--- src/rtl/pipe_sel_mux.sv ---
// pipe_sel_mux: registered channel selector with a two-entry (main + skid)
// valid/ready output stage. Supports binary or one-hot priority select.
module pipe_sel_mux #(
  parameter int unsigned      WIDTH       = 32,
  parameter int unsigned      NUM_IN      = 4,
  parameter int unsigned      ONEHOT      = 0,
  parameter logic [WIDTH-1:0] DEFAULT_VAL = '0,
  localparam int unsigned     SEL_W       = (ONEHOT != 0) ? NUM_IN : $clog2(NUM_IN)
) (
  input  logic                    clk,
  input  logic                    rst,
  input  logic [NUM_IN*WIDTH-1:0] din,
  input  logic [SEL_W-1:0]        sel,
  input  logic                    in_valid,
  output logic                    in_ready,
  input  logic                    flush,
  output logic [WIDTH-1:0]        dout,
  output logic                    sel_err,
  output logic                    out_valid,
  input  logic                    out_ready
);

  typedef enum logic [1:0] {
    ST_EMPTY = 2'd0,
    ST_ONE   = 2'd1,
    ST_FULL  = 2'd2
  } state_t;

  state_t           state_q, state_d;
  logic [WIDTH-1:0] main_data_q, main_data_d;
  logic             main_err_q, main_err_d;
  logic [WIDTH-1:0] skid_data_q, skid_data_d;
  logic             skid_err_q, skid_err_d;
  logic             in_ready_q, out_valid_q;

  logic [WIDTH-1:0] sel_data_c;
  logic             sel_err_c;
  logic             accept_c;

  generate
    if (ONEHOT != 0) begin : g_onehot
      // One-hot priority select: scan downward so the lowest set bit wins last.
      always_comb begin
        sel_data_c = DEFAULT_VAL;
        sel_err_c  = 1'b1;
        for (int k = int'(NUM_IN) - 1; k >= 0; k--) begin
          if (sel[k]) begin
            sel_data_c = din[k*WIDTH +: WIDTH];
            sel_err_c  = 1'b0;
          end
        end
      end
    end else begin : g_binary
      // Binary select: codes at or above NUM_IN fall through to the default value.
      always_comb begin
        sel_data_c = DEFAULT_VAL;
        sel_err_c  = 1'b1;
        for (int unsigned k = 0; k < NUM_IN; k++) begin
          if (sel == SEL_W'(k)) begin
            sel_data_c = din[k*WIDTH +: WIDTH];
            sel_err_c  = 1'b0;
          end
        end
      end
    end
  endgenerate

  assign accept_c = in_valid & in_ready_q & ~flush;

  // Next-state and storage steering for the main/skid pair.
  always_comb begin
    state_d     = state_q;
    main_data_d = main_data_q;
    main_err_d  = main_err_q;
    skid_data_d = skid_data_q;
    skid_err_d  = skid_err_q;
    if (flush) begin
      state_d = ST_EMPTY;
    end else begin
      case (state_q)
        ST_EMPTY: begin
          if (accept_c) begin
            state_d     = ST_ONE;
            main_data_d = sel_data_c;
            main_err_d  = sel_err_c;
          end
        end
        ST_ONE: begin
          if (accept_c && out_ready) begin
            main_data_d = sel_data_c;
            main_err_d  = sel_err_c;
          end else if (accept_c) begin
            state_d     = ST_FULL;
            skid_data_d = sel_data_c;
            skid_err_d  = sel_err_c;
          end else if (out_ready) begin
            state_d = ST_EMPTY;
          end
        end
        ST_FULL: begin
          if (out_ready) begin
            state_d     = ST_ONE;
            main_data_d = skid_data_q;
            main_err_d  = skid_err_q;
          end
        end
        default: state_d = ST_EMPTY;
      endcase
    end
  end

  // State, storage and handshake flags; handshake flags track the next state.
  always_ff @(posedge clk or posedge rst) begin
    if (rst) begin
      state_q     <= ST_EMPTY;
      main_data_q <= '0;
      main_err_q  <= 1'b0;
      skid_data_q <= '0;
      skid_err_q  <= 1'b0;
      in_ready_q  <= 1'b1;
      out_valid_q <= 1'b0;
    end else begin
      state_q     <= state_d;
      main_data_q <= main_data_d;
      main_err_q  <= main_err_d;
      skid_data_q <= skid_data_d;
      skid_err_q  <= skid_err_d;
      in_ready_q  <= (state_d != ST_FULL);
      out_valid_q <= (state_d != ST_EMPTY);
    end
  end

  assign in_ready  = in_ready_q;
  assign out_valid = out_valid_q;
  assign dout      = main_data_q;
  assign sel_err   = main_err_q;

endmodule
--- config.mk ---
export PLATFORM = sky130hd
export DESIGN_NAME = pipe_sel_mux
export DESIGN_NICKNAME = d
export VERILOG_FILES = /design/src/rtl/pipe_sel_mux.sv
export SDC_FILE = /design/constraint.sdc
export NUM_CORES = 1
export LEC_CHECK = 0
export BUFFER_PORTS_ARGS = -buffer_cell sky130_fd_sc_hd__buf_2
export CAP_MARGIN = 20
export CORE_ASPECT_RATIO = 1.5
export CORE_MARGIN = 4
export CORE_UTILIZATION = 30
export CTS_CLUSTER_SIZE = 14
export DETAILED_ROUTE_END_ITERATION = 16
export PLACE_DENSITY_LB_ADDON = 0.12
export SETUP_SLACK_MARGIN = 0.02
export SYNTH_ARGS = -nofsm -noshare
export SYNTH_HDL_FRONTEND = slang
export SYNTH_SLANG_ARGS = --single-unit
--- constraint.sdc ---
create_clock -name clk -period 2.4 [get_ports clk]
set_input_delay 0.24 -clock clk [delete_from_list [all_inputs] [get_ports clk]]
set_output_delay 0.24 -clock clk [all_outputs]
set_load 0.02 [all_outputs]
== Word-level counts from Yosys, hierarchy flattened ==
Cells that the tools add are included.

* Register bits after elaboration: 70
* Bits of input ports: 135
* Output and inout bits: 35

* Multiplexer cells: 23
* Equality and inequality tests: 9
* Bitwise logic cells: 4
* Reductions and logical operators: 7

{| class="wikitable"
|+ Operator list
! cell !! number
|-
| two-way mux 32 bit || 7
|-
| one-hot mux 32 bit (3 select lines) || 1
|-
| two-way mux 2 bit || 6
|-
| != test 2 bit (second input constant) || 4
|-
| two-way mux 1 bit || 7
|-
| == test 2 bit (second input constant) || 3
|-
| one-hot mux 2 bit (3 select lines) || 1
|-
| AND reduction 5 bit || 1
|-
| == test 2 x 1 -> 1 bit (second input constant) || 2
|-
| logical NOT 2 bit || 2
|-
| AND reduction 4 bit || 1
|-
| one-hot mux 1 bit (3 select lines) || 1
|-
| nonzero test 3 bit || 1
|-
| AND 1 bit || 2
|-
| inverter 1 bit || 2
|-
| nonzero test 2 bit || 1
|-
| logical AND 1 bit || 1
|}

== Depth between registers and ports, before layout ==
Gate-level depths: netlist of the first run.

* Depth after elaboration: 7
* Gate-level depth with buffers: 7

== Least setup slack after synthesis of the first run ==
Ideal clock, no wire load.

* Kind: flip-flop to flip-flop
* From: reg in_ready_q, in the netlist in_ready
* To: reg main_data_q[19], in the netlist dout[19]
* Arrival time: 1.820 ns
* Stages on the path, launching flop included: 6
* Setup time: 0.125 ns
* Required time: 2.275 ns
* Setup slack: 0.455 ns
* Cell sequence: dfstp_2 > nand2_1 > or3b_1 > a21oi_4 > buf_6 > mux2_2

* Longest elaborated chain between the ends: 5

{| class="wikitable"
|+ Ends and longest elaborated chain
! item !! line !! source
|-
| from (decl) || 34 || <nowiki>logic in_ready_q, out_valid_q;</nowiki>
|-
| from (signal assigned) || 128 || <nowiki>in_ready_q <= (state_d != ST_FULL);</nowiki>
|-
| AND 1 bit * (2 in a row) || 68 || <nowiki>assign accept_c = in_valid & in_ready_q & ~flush;</nowiki>
|-
| logical AND 1 bit || 89 || <nowiki>if (accept_c && out_ready) begin</nowiki>
|-
| != test 2 bit (no source line) || n/a ||
|-
| AND reduction 5 bit (no source line) * || n/a ||
|-
| to (signal assigned) || 124 || <nowiki>main_data_q <= main_data_d;</nowiki>
|-
| to (decl) || 30 || <nowiki>logic [WIDTH-1:0] main_data_q, main_data_d;</nowiki>
|}

Mark *: on every way between the ends. The rest lies on a longest branch, timed or not.
A chain may end at the register's enable or synchronous reset.

== Worst setup path after layout of the first run ==
* From: reg in_ready_q, in the netlist in_ready
* To: reg main_data_q[30], in the netlist dout[30]

The elaborated chain is that of the path after synthesis.

==> out/results.ini, run 1 <==
[sta]
relSlewSlack_pct=69.6
setup-violations-final=0
rsz0062_at_grt=false
slew_viol_final=0
post-route-min-period_ps=1990
worstMarginPinSlew_ps=456
final.setup.tns_ps=0
fin_crit_sh_pct=82.8
final_hold_viol_count=0
fmax_mhz=503
finClkSkew_ps=6.40

[yosys]
async_flop_share_pct=100
post-synth-top-area-fraction_pct=40.5
synth_area_per_cell_um2=9.72
yosysTopAreaCell=dfrtp_1
synthFlopType=dfrtp_1
ys_seq_area_share_pct=41.1
postSynthCellCount=439
synthDistinctLibCells=25
synthesis.area_um2=4270
synth_edf_count=0
netlist_top_cells_count=dfrtp_1, mux2_2, nor2_1
synth_most_common_cell=dfrtp_1
synth_area_leaders=dfrtp_1, mux2_2, mux2i_1
yosys_warnings=0
synth_nets=574
ys_seq_elements=70

[clock_network]
cts.htree.levels=3
cts_sinks=70
clk_pin_slew_ps=60
numCtsBuffers=9
clock_path_buffers=2
post_cts_buffers=0
worst_skew_pair.late_latency_ps=330
cts-root-buf=clkbuf_16
post_cts_resized=0
cts_tree=done
hold_buffers=1

[routing]
drc=0
drt-total-wl_um=12500
wl_per_cell_um=15.8
drt-initial-drc-count=96
via_count=3795
vias_per_cell=4.79
firstDrtPassIters=4
ant_nets=0

[die]
start_util_pct=30.5
core-area_um2=14000
fp.dieH_um=154
die_w_um=105
rows=53
ios=170
die-area_um2=16200

[worst_setup_path]
critPathRequiredTime_ps=2610
r2r_cells=5
critPathArrivalTime_ps=2200
max_stage_delay_ps=520
slowest_stage=dfstp_2
timing.critical_path.buf_inv=1
start_kind=flop
crit_cells=5
path_cells=nand2_1 -> or3b_1 -> a21oi_4 -> buf_4 -> mux2_2
critPathKind=flop to flop
endpoint_kind=flop
crit_fanout=18
cp_top_family=flip-flops

[global_route]
grt_pass1_vias=3884
antenna_found_initial=0
grt_pass1_wl_um=19800
global_route.overflow_total=0
grt_max_degree=65
grt_usage_pct=15.2

[worst_hold_path]
hold_path.class=input port to flop
hold_path_depth=2

[final_layout]
final_util_pct=40.3
drive_gt1_share_pct=44.2
area_growth_pct=32.4
antenna_cells=0
nets=730
fill_cells=1414

[placed_design]
dp_hpwl_um=9200
place_congestion=0.739
io_buffer_count=169

[power_and_ir_drop]
peakVddDrop_mv=0.374
total_power_w=0.00419
power_density_nw_per_um2=742
total_leakage_power_nw=2.67

[flow_run]
maxCapViolCount=0

[run_status]
status=complete, no violations

-- layer usage --
layer  global-route usage (%)  vias to the layer above  wire length, um
met3                     2.86                       14              769
met1                     17.8                     1781             5020
met4                     6.07                        0              226
met2                     27.2                      119             6500
met5                        0                        -                0
li1                         -                     1881                -
-- cells by family (layout without fill, tap and decap cells) --
logic type,after synthesis,count (layout),share of synthesized area [%]
AO/OA/AOI/OAI,94,94,13.3
XOR/XNOR,1,1,0.205
buffers and inverters,39,200,4.66
flip-flops,70,70,41.1
multiplexers,103,103,26.0
AND/OR/NAND/NOR,132,132,14.6
-- power by group --
group	leakage, nW	switching (W)	internal (W)
Sequential	0.855	0.000155	0.00147
Clock	0.159	0.000507	0.00101
Combinational	1.65	0.000576	0.000474
Total	2.67	0.00124	0.00295
-- cell type report --
type | count | area (um^2) | area share (%)
Inverter | 2 | 7.51 | 0.133
Sequential cell | 70 | 1750 | 31.1
Clock inverter | 6 | 110 | 1.95
Tap cell | 192 | 240 | 4.26
Timing Repair Buffer | 182 | 973 | 17.2
Multi-Input combinational cell | 330 | 2330 | 41.3
Clock buffer | 10 | 229 | 4.06
-- per-stage QoR --
stage	setup WS, ps	area (um^2)	cells	hold slack (ps)
3_3_place_gp	433	5300	775	269
4_1_cts	392	5650	792	162
3_5_place_dp	400	5300	775	274
6_report	412	5650	792	178
5_1_grt	315	5650	792	187
2_1_floorplan	393	4270	439	306
-- cell usage in the layout (no fill, tap or decap), types with 2 or more instances in the layout --
master,Yosys,routed
buf_2,12,168
a221oi_1,6,6
nand2b_2,1,2
dfrtp_1,69,69
clkinvlp_4,0,2
a21oi_1,27,27
nor3b_1,26,26
nand2_1,35,35
nor2b_1,3,2
o21ai_0,34,34
buf_4,4,11
and2_1,2,2
mux2i_1,39,39
mux2_1,3,3
a211oi_1,26,26
bufinv_16,0,3
nor2_1,61,60
buf_12,0,2
clkbuf_16,0,9
mux2_2,61,61
-- final timing paths --
path	startpoint	to	slack [ps]
worst max-delay path	in_ready$_DFF_PP1_	dout[30]$_DFFE_PP0P_	410
worst min-delay path	flush	state_q[0]$_DFF_PP0_	180
worst max register to register	in_ready$_DFF_PP1_	dout[30]$_DFFE_PP0P_	410
worst min register to register	skid_data_q[31]$_DFFE_PP0P_	skid_data_q[31]$_DFFE_PP0P_	480
max in group asynchronous	rst	in_ready$_DFF_PP1_	1270
min in group asynchronous	rst	skid_data_q[15]$_DFFE_PP0P_	460
-- sequential cells by signal, indices dropped and copies added (netlist names) --
name / cells
in_ready: 1
skid_err_q: 1
dout: 32
sel_err: 1
skid_data_q: 32
out_valid: 1
state_q: 2
No activity file was read; power rests on OpenSTA's default activity.
==> inputs of run 2 (changes only) <==
Clock period 2.4 ns to 2 ns, I/O delays scaled along.
==> run 2 against run 1 <==
Compared with the run above:
- worst hold slack got worse by 48 ps
- highest routed layer unchanged
- total power increased by 20%
- critical path type unchanged
- design area increased by 2.8%
- utilization increased by 1.1 points
- non-clock buffer count increased by 10
- largest cell class unchanged
- die area unchanged
- maximum frequency increased by 4.4%
- setup slack got worse by 320 ps
- routed wire length increased by 3.1%
- clock power increased by 16%
- combinational power increased by 24%
- sequential power increased by 20%
==> out/results.ini, run 2 (synthesis results as in run 1) <==
[sta]
worstMarginPinSlew_ps=406
setup-violations-final=0
finClkSkew_ps=4.55
slew_viol_final=0
final_hold_viol_count=0
relSlewSlack_pct=72.9
fmax_mhz=525
whs_ps=131
final.setup.tns_ps=0
rsz0062_at_grt=false
post-route-min-period_ps=1910
fin_crit_sh_pct=95.3

[die]
start_util_pct=30.5
ios=170
fp.dieH_um=154
rows=53
core-area_um2=14000
die-area_um2=16200
die_w_um=105

[worst_setup_path]
reg2reg_slack_ps=90
start_kind=flop
critPathArrivalTime_ps=2120
r2r_cells=6
critPathKind=flop to flop
critPathRequiredTime_ps=2210
crit_fanout=10
endpoint_kind=flop

[routing]
vias_per_cell=4.76
drt-initial-drc-count=136
ant_nets=0
via_count=3818
firstDrtPassIters=6
drc=0
drt-total-wl_um=12900
wl_per_cell_um=16.1

[final_layout]
drive_gt1_share_pct=45.6
stdcell_count=802
final_common_cell=buf_2
mostFrequentLayoutCells=buf_2, dfrtp_1, mux2_2
area_growth_pct=36.1
antenna_cells=0
nets=740

[clock_network]
clk_pin_slew_ps=60
cts-root-buf=clkbuf_16
cts_sinks=70
cts_tree=done
numCtsBuffers=9
worst_skew_pair.late_latency_ps=330
clock_path_buffers=2
cts.htree.levels=3

[worst_hold_path]
hold_path.class=input port to flop
hold_path_depth=2

[run_status]
status=complete, no violations

[power_and_ir_drop]
power_density_nw_per_um2=865
peakVddDrop_mv=0.410
total_leakage_power_nw=2.74

[global_route]
grt_usage_pct=15.8
grt_pass1_vias=3965
antenna_found_initial=0
global_route.overflow_total=0
grt_max_degree=71
grt_pass1_wl_um=20500

[placed_design]
dp_hpwl_um=9370
io_buffer_count=169
dpl.cell_count=782
place_congestion=0.755

[flow_run]
maxCapViolCount=0

run 2: cell types whose count changed in the layout (fill, tap and decap cells not counted):
cell | before | now
clkbuf_8 | 0 | 2
nand2_1 | 35 | 34
clkbuf_1 | 1 | 0
bufinv_16 | 3 | 2
buf_4 | 11 | 15
or3b_4 | 0 | 1
clkbuf_16 | 9 | 11
clkinvlp_4 | 2 | 1
or3b_1 | 1 | 0
buf_12 | 2 | 6
nand2_2 | 0 | 1
clkinv_4 | 0 | 1
run 2: what timing repair did:
action,4_1_cts,5_1_grt
hold buffers,1,0
endpoints found under the hold margin,69,0
pin swaps,1,0
resized for setup,0,2
endpoints found under the setup margin,3,19
setup buffers,0,1
gates cloned,0,2
run 2: critical path: stages (launching register included):
cell and delay [ps]:
dfstp_2 530, nand2_2 70, or3b_4 390, a21oi_4 150, buf_12 150, clkbuf_16 160
mux2_2 330
run 2: report_power, final:
part	leakage (nW)	total, W	switching, W	internal (W)
Clock	0.162	0.00177	0.000614	0.00116
Combinational	1.73	0.00130	0.000702	0.000603
Sequential	0.855	0.00194	0.000184	0.00176
Total	2.74	0.00502	0.00150	0.00352
run 2: per-stage QoR:
stage | setup WS [ps] | area (um^2) | total power, W | utilization [%]
after global routing | 41.4 | 5810 | 0.00533 | 41.5
after global placement | 80.0 | 5390 | 0.00323 | 38.5
after detailed placement | 23.3 | 5390 | 0.00328 | 38.5
final | 94.9 | 5810 | 0.00502 | 41.5
after CTS | 36.2 | 5730 | 0.00508 | 41.0
after floorplan | 33.4 | 4270 | 0.00274 | -
run 2: worst paths after layout:
check,from,endpoint
max in group asynchronous,rst,in_ready$_DFF_PP1_
setup / recovery,in_ready$_DFF_PP1_,dout[22]$_DFFE_PP0P_
hold / removal,flush,state_q[1]$_DFF_PP0_
min in group asynchronous,rst,out_valid$_DFF_PP0_
setup reg to reg,in_ready$_DFF_PP1_,dout[22]$_DFFE_PP0P_
hold reg to reg,skid_data_q[0]$_DFFE_PP0P_,skid_data_q[0]$_DFFE_PP0P_
run 2: layout make-up:
class / count / area [um^2]
inverter: 2 / 7.51
timing repair buffer: 192 / 1130
fill: 1390 / 8190
multi-input combinational: 330 / 2340
sequential: 70 / 1750
clock inverter: 5 / 81.3
tap: 192 / 240
clock buffer: 11 / 253
run 2: per-layer routing:
metal | global-route usage (%) | vias to the layer above | part of all wire [%]
met5 | 0 | - | 0
met3 | 2.52 | 11 | 4.3
met4 | 5.07 | 0 | 1.3
met1 | 18.8 | 1804 | 41
li1 | - | 1903 | -
met2 | 28.6 | 100 | 53
==> inputs of run 3 (changes only) <==
Settings changed: ABC_CLOCK_PERIOD_IN_PS from default to 1800.
Clock period 2 ns to 1.8 ns, I/O delays scaled along.
==> run 3 against run 2 <==
Compared with the run above:
- the run now ends with negative setup slack left
- total power increased by 4.6%
- register-to-register slack worse by 140 ps
- non-clock buffer count rose by 4
- global-route usage rose by 0.061 points
- clock skew grew 1.1 ps
- utilization is 0.12 points lower
- critical path type unchanged
- largest cell class unchanged
- largest power group unchanged
==> out/results.ini, run 3 (synthesis results as in run 1) <==
[run_status]
status=finished, violations left
violations=negative setup slack

[global_route]
grt_usage_pct=15.8
grt_max_degree=58
antenna_found_initial=0
global_route.overflow_total=0
grt_pass1_wl_um=20500
grt_pass1_vias=3950

[die]
fp.dieH_um=154
ios=170
rows=53
start_util_pct=30.5
core-area_um2=14000
die_w_um=105
die-area_um2=16200

[sta]
setup_slack_ps=-48.9
setup-violations-final=29
whs_ps=179
worstMarginPinSlew_ps=572
final.setup.tns_ps=-1020
fin_crit_sh_pct=103
post-route-min-period_ps=1850
finClkSkew_ps=5.69
slew_viol_final=0
final_hold_viol_count=0
relSlewSlack_pct=61.8
fmax_mhz=541
rsz0062_at_grt=true

[final_layout]
area_growth_pct=35.7
final_common_cell=buf_2
drive_gt1_share_pct=45.8
final_util_pct=41.4
nets=744
stdcell_count=806
mostFrequentLayoutCells=buf_2, dfrtp_1, nor2_1
antenna_cells=0
final_cell_area_um2=5790

[clock_network]
cts-root-buf=clkbuf_16
worst_skew_pair.late_latency_ps=330
cts.htree.levels=3
clock_path_buffers=2
clk_pin_slew_ps=60
numCtsBuffers=9
cts_tree=done
cts_sinks=70

[worst_setup_path]
critPathRequiredTime_ps=2010
critPathArrivalTime_ps=2060
start_kind=flop
reg2reg_slack_ps=-50
r2r-end=dout[28]$_DFFE_PP0P_
reg2reg_from=in_ready$_DFF_PP1_
r2r_cells=5
critPathKind=flop to flop
endpoint_kind=flop
crit_fanout=13

[power_and_ir_drop]
power_density_nw_per_um2=907
total_leakage_power_nw=2.74
peakVddDrop_mv=0.457

[worst_hold_path]
hp-start=flush
whs_endpoint=state_q[0]$_DFF_PP0_
hold_path_depth=3
hold_path.class=input port to flop

[routing]
drc=0
met1_length_um=5300
drt-initial-drc-count=103
via_count=3796
vias_per_cell=4.71
firstDrtPassIters=4
wl_per_cell_um=15.8
highest_layer=met4
wl_met3_um=727
ant_nets=0
wl_met2_um=6530
drt-total-wl_um=12700

[placed_design]
dpl.cell_count=788
io_buffer_count=169
dp_hpwl_um=9580
placed_area_um2=5450
place_congestion=0.763

[flow_run]
maxCapViolCount=0

-- run 3: per-layer routing --
metal | global-route usage, % | vias to the layer above
li1 | - | 1901
met1 | 18.7 | 1779
met2 | 28.3 | 104
met3 | 3.82 | 12
met4 | 4.50 | 0
met5 | 0 | -
-- run 3: critical path, stage by stage (launching register included) --
cell and delay (ps):
dfstp_2 550, nand2_4 50, or3b_4 380, a21oi_4 210
buf_8 200, mux2_2 350
-- run 3: worst max path at each step --
stage	from	to	slack (ps)	cells after the start
floorplan	in_ready$_DFF_PP1_	dout[19]$_DFFE_PP0P_	-80	5
global placement	in_ready$_DFF_PP1_	dout[22]$_DFFE_PP0P_	-80	5
detailed placement	in_ready$_DFF_PP1_	dout[28]$_DFFE_PP0P_	-100	5
CTS	in_ready$_DFF_PP1_	dout[28]$_DFFE_PP0P_	-70	5
global route	in_ready$_DFF_PP1_	dout[14]$_DFFE_PP0P_	-100	5
finish	in_ready$_DFF_PP1_	dout[28]$_DFFE_PP0P_	-50	5
-- run 3: what timing repair did --
item / in CTS / in global routing
buffers inserted: 0 / 1
pin swaps: 0 / 0
hold buffers: 1 / 0
gates resized for setup: 3 / 10
hold endpoints to repair: 20 / 0
setup endpoints to repair: 33 / 56
cloned: 0 / 0
-- run 3: area by class of cell --
class	instances	area [um^2]
Fill cell	1385	8200
Tap cell	192	240
Clock inverter	7	50.0
Sequential cell	70	1750
Clock buffer	9	225
Inverter	2	11.3
Multi-Input combinational cell	330	2350
Timing Repair Buffer	196	1150
-- run 3: metrics by stage --
stage | total power [W] | worst slack (ps)
after global placement | 0.00361 | -79.5
after global routing | 0.00559 | -98.5
after floorplan | 0.00305 | -79.9
after CTS | 0.00533 | -68.2
final | 0.00525 | -48.9
after detailed placement | 0.00364 | -101
-- run 3: where the power goes --
group / internal, W / switching (W) / total [W]
clock: 0.000934 / 0.000717 / 0.00165
sequential: 0.00195 / 0.000197 / 0.00215
combinational: 0.000681 / 0.000770 / 0.00145
total: 0.00357 / 0.00168 / 0.00525
